File: src/rtl/uart_tx_frame.sv
// uart_tx_frame: UART transmitter. Serialises a parallel word as
// start bit, data LSB first, optional parity bit, then stop bit(s).
// One CLK cycle is one bit period.
// Optional macro UART_TX_TWO_STOP_EN: two stop cycles instead of one.
module uart_tx_frame #(
  parameter int DATA_WIDTH = 8
) (
  input  logic                  CLK,
  input  logic                  RST,
  input  logic [DATA_WIDTH-1:0] P_DATA,
  input  logic                  DATA_VALID,
  input  logic                  PAR_EN,
  input  logic                  PAR_TYP,
  output logic                  TX_OUT,
  output logic                  BUSY
);

  localparam int             CW   = (DATA_WIDTH > 8) ? 4 : 3;
  localparam logic [CW-1:0]  LAST = CW'(DATA_WIDTH - 1);

  typedef enum logic [2:0] {IDLE, START, DATA, PARITY, STOP} state_t;

  state_t                  state_q, state_nxt;
  logic [CW-1:0]           cnt_q, cnt_nxt;
  logic [DATA_WIDTH-1:0]   sh_q, sh_nxt;      // latched word, shifted out LSB first
  logic                    par_en_q, par_en_nxt;
  logic                    par_q, par_nxt;    // parity bit, fixed at acceptance
  logic                    tx_q, tx_nxt;
  logic                    busy_q, busy_nxt;

  // state, datapath and registered line outputs
  always_ff @(posedge CLK or negedge RST) begin
    if (!RST) begin
      state_q  <= IDLE;
      cnt_q    <= '0;
      sh_q     <= '0;
      par_en_q <= 1'b0;
      par_q    <= 1'b0;
      tx_q     <= 1'b1;
      busy_q   <= 1'b0;
    end else begin
      state_q  <= state_nxt;
      cnt_q    <= cnt_nxt;
      sh_q     <= sh_nxt;
      par_en_q <= par_en_nxt;
      par_q    <= par_nxt;
      tx_q     <= tx_nxt;
      busy_q   <= busy_nxt;
    end
  end

  // next-state logic; line value is derived from the next state so that
  // TX_OUT and BUSY come straight from flops and change with the state
  always_comb begin
    state_nxt  = state_q;
    cnt_nxt    = cnt_q;
    sh_nxt     = sh_q;
    par_en_nxt = par_en_q;
    par_nxt    = par_q;
    tx_nxt     = 1'b1;
    busy_nxt   = 1'b0;

    case (state_q)
      IDLE: begin
        if (DATA_VALID) begin
          state_nxt  = START;
          cnt_nxt    = '0;
          sh_nxt     = P_DATA;
          par_en_nxt = PAR_EN;
          // XOR of data is 1 for an odd count; PAR_TYP flips to odd parity
          par_nxt    = (^P_DATA) ^ PAR_TYP;
        end
      end
      START: begin
        state_nxt = DATA;
        cnt_nxt   = '0;
      end
      DATA: begin
        sh_nxt = sh_q >> 1;
        if (cnt_q == LAST) begin
          cnt_nxt   = '0;
          state_nxt = par_en_q ? PARITY : STOP;
        end else begin
          cnt_nxt = cnt_q + CW'(1);
        end
      end
      PARITY: begin
        state_nxt = STOP;
        cnt_nxt   = '0;
      end
      STOP: begin
`ifdef UART_TX_TWO_STOP_EN
        if (cnt_q == CW'(1)) begin
          state_nxt = IDLE;
          cnt_nxt   = '0;
        end else begin
          cnt_nxt = cnt_q + CW'(1);
        end
`else
        state_nxt = IDLE;
`endif
      end
      default: begin
        state_nxt = IDLE;
        cnt_nxt   = '0;
      end
    endcase

    case (state_nxt)
      START:   tx_nxt = 1'b0;
      DATA:    tx_nxt = sh_nxt[0];
      PARITY:  tx_nxt = par_q;
      default: tx_nxt = 1'b1;
    endcase
    busy_nxt = (state_nxt != IDLE);
  end

  assign TX_OUT = tx_q;
  assign BUSY   = busy_q;

endmodule

File: config.mk
export PLATFORM = sky130hd
export DESIGN_NAME = uart_tx_frame
export DESIGN_NICKNAME = d
export VERILOG_FILES = /design/src/rtl/uart_tx_frame.sv
export SDC_FILE = /design/constraint.sdc
export NUM_CORES = 1
export LEC_CHECK = 0
export CAP_MARGIN = 20
export CELL_PAD_IN_SITES_DETAIL_PLACEMENT = 1
export CELL_PAD_IN_SITES_GLOBAL_PLACEMENT = 1
export CORE_MARGIN = 5
export CORE_UTILIZATION = 44
export DETAILED_ROUTE_END_ITERATION = 12
export HOLD_SLACK_MARGIN = 0.15
export PLACE_DENSITY = 0.81
export SYNTH_ARGS = -nofsm -noshare
export SYNTH_HDL_FRONTEND = slang
export SYNTH_SLANG_ARGS = --single-unit
File: constraint.sdc
create_clock -name CLK -period 2.9 [get_ports CLK]
set_input_delay 0.435 -clock CLK [delete_from_list [all_inputs] [get_ports CLK]]
set_output_delay 0.435 -clock CLK [all_outputs]
set_load 0.01 [all_outputs]
==> summary.txt <==
Status
  • Status: completed

CTS
  • Setup bufs post-CTS: 0
  • Clock Pin Slew Worst Setup and Hold Paths: 0.10 ns
  • TritonCTS clock tree: built
  • H-tree depth: 1
  • Clock buffer depth: 2
  • CTS Sinks: 18
  • Hold_buf cts: 0
  • CTS buffer count: 3
  • Worst-skew pair later-pin latency: 0.29 ns
  • PostCTS Resize Cnt: 0
  • Clock tree root driver cell: clkbuf_4

Timing
  • Final Skew: 0.00429 ns
  • Min Tclk post-route: 1.79 ns
  • Max-slew headroom: 47.2%
  • Unrepaired setup endpoints after global routing: no
  • Max-slew violation count: 0
  • Period utilization: 61.6%
  • Final Hold Vio Count: 0
  • Final setup viols: 0
  • Measured slew at the worst slew-check pin: 0.790 ns
  • Peak Freq: 560 MHz
  • Fin Setup TNS: 0 ns

Synth
  • Post-synth net total: 104
  • Top cell type by total area after synthesis: dfrtp_1
  • Cell variety after synth: 32
  • Ys async rst share: 100%
  • Top post-synthesis cells by area: dfrtp_1 (44%), nor2b_1 (5.8%), a31oi_1 (5.2%), o21ai_0 (4.7%), a22oi_1 (4.7%)
  • Synth Flop Type: dfrtp_1
  • Ys Warns: 0
  • Yosys reg bits: 18
  • Synth top cells by count: dfrtp_1 (17), nor2b_1 (9), o21ai_0 (9)
  • Mapped cell area: 966 um^2
  • Count leader, synth: dfrtp_1
  • Synth top area share: 44.0%
  • Syn avg cell area: 10.9 um^2
  • Synth Instances: 89
  • Number of synthesized flops with an enable pin: 0
  • Post-synthesis sequential area ratio: 46.8%

Critical path
  • Worst Path Arrival: 1.35 ns
  • CP max stage cell: dfstp_2
  • Setup slack, reg-to-reg: 1.12 ns
  • CP cell instances: clkdlybuf4s50_1
  • Reg2Reg Launch Point: cnt_q[0]
  • CP max FO: 1
  • Reg2Reg Depth: 6
  • Critical path type: flop to output pin
  • Crit path launch type: flop
  • CP required: 2.47 ns
  • Family with the most delay on the worst path: flip-flops
  • CP Buf/Inv Count: 1
  • Highest cell delay on the worst timing path: 0.54 ns
  • FF-to-FF End: TX_OUT
  • Critical path endpoint category: output pin

Routing
  • DR DRC count: 0
  • Post-DR vias/cell: 5.48
  • Vias: 724
  • First-pass DRT Iterations: 4
  • Initial DRC count: 10
  • Routed Antenna Nets: 0
  • Per-cell routed wire length: 17.1 um
  • Final WL: 2260 um

Finish
  • Layout cells sized above 1: 13.5%
  • Area growth from synthesis to layout: 19.8%
  • ANT cells: 0
  • Post-layout nets: 120

Placement
  • PortBufs: 14
  • Gpl congestion: 0.732
  • HPWL Detailed: 1630 um

Power and ir drop
  • PwrDens: 918 nW/um^2
  • Peak supply drop: 0.626 mV
  • P_leak: 0.501 nW
  • Total Power: 1.06 mW

Worst hold path
  • WHS Endpoint: cnt_q[2]
  • WHS Path Cells: 1
  • Tightest Hold Check Type: flop to flop
  • Min-delay src: cnt_q[2]

Floorplan
  • Std-Cell Rows: 17
  • Chip height: 56.9 um
  • DIE WIDTH: 56.9 um
  • Io pins: 15
  • Initial core utilization: 45.0%
  • Die ar.: 3230 um^2
  • Core Box Area: 2150 um^2

Global routing
  • Met3 usage: 5.52%
  • Initial antenna violation count: 0
  • Met1 usage: 21.3%
  • Met2 usage: 24.8%
  • Largest net degree at the start of global routing: 19
  • Global-route wire length before repair: 3990 um
  • Top Usage Layer GRT: met2
  • Gr ovfl total: 0
  • Number of global-route vias before repair: 820
  • Gr usage total: 16.1%

Run
  • MaxCap Viol Count: 0
[layout make-up]
class / count / area (um^2)
Inverter: 2 / 7.51
Fill cell: 244 / 991
Tap cell: 28 / 35.0
Sequential cell: 18 / 452
Multi-Input combinational cell: 65 / 479
Clock buffer: 4 / 36.3
Timing Repair Buffer: 15 / 148
[how the worst max path moves through the flow]
stage          startpoint  endpoint  slack (ns)  cells past startpoint
2_1_floorplan    cnt_q[0]      BUSY        1.27                      5
3_3_place_gp    P_DATA[7]     par_q        1.03                      5
3_5_place_dp    P_DATA[7]     par_q        0.98                      5
4_1_cts            TX_OUT    TX_OUT        1.09                      1
5_1_grt          cnt_q[0]    TX_OUT        1.02                      6
6_report           TX_OUT    TX_OUT        1.11                      1
[flip-flops by register name, indices dropped and copies added, names as in the netlist]
register,cells
BUSY,1
TX_OUT,1
cnt_q,3
par_en_q,1
par_q,1
sh_q,8
state_q,3
[power breakdown]
part | internal [mW] | switching (mW)
clock network | 0.0765 | 0.0773
registers | 0.365 | 0.104
logic | 0.224 | 0.216
total | 0.666 | 0.397
[per-stage QoR]
step / instance area [um^2] / hold slack [ns] / cells / setup slack (ns) / util [%]
global placement: 1120 / 0.482 / 128 / 1.03 / 52.2
floorplan: 966 / 0.139 / 89 / 1.27 / -
detailed placement: 1120 / 0.507 / 128 / 0.985 / 52.2
finish: 1160 / 0.524 / 132 / 1.11 / 53.9
global route: 1160 / 0.546 / 132 / 1.02 / 53.9
CTS: 1160 / 0.528 / 132 / 1.09 / 53.9
[cell usage in the layout (no fill, tap or decap), types with 2 or more instances in the layout]
master and count:
ha_1 2, o21ai_0 9, xor2_1 2, mux2_2 2, dfrtp_1 17, a22oi_1 6, clkdlybuf4s50_1 14, inv_1 2
a22o_2 2, nor2_1 2, o31a_1 2, xnor2_1 4, nand2_1 4, a31oi_1 8, clkbuf_4 3, nor2b_1 9
[per-layer routing]
layer | share of wire [%] | vias up
met5 | 0 | -
met4 | 1.0 | 0
met3 | 6.1 | 4
met2 | 47 | 20
met1 | 45 | 348
li1 | - | 352
[logic make-up (layout without fill, tap and decap cells)]
group / count (synthesis) / after routing / synth area share [%]
AOI/OAI and AO/OA: 31 / 31 / 21.9
and+or+nand+nor: 23 / 23 / 15.0
DFF: 18 / 18 / 46.8
xor gates and xnor gates: 7 / 7 / 7.77
buffers and inverters: 6 / 21 / 3.63
adders and majority gates: 2 / 2 / 2.59
muxes: 2 / 2 / 2.33
Power figures use the tool's default switching activity.
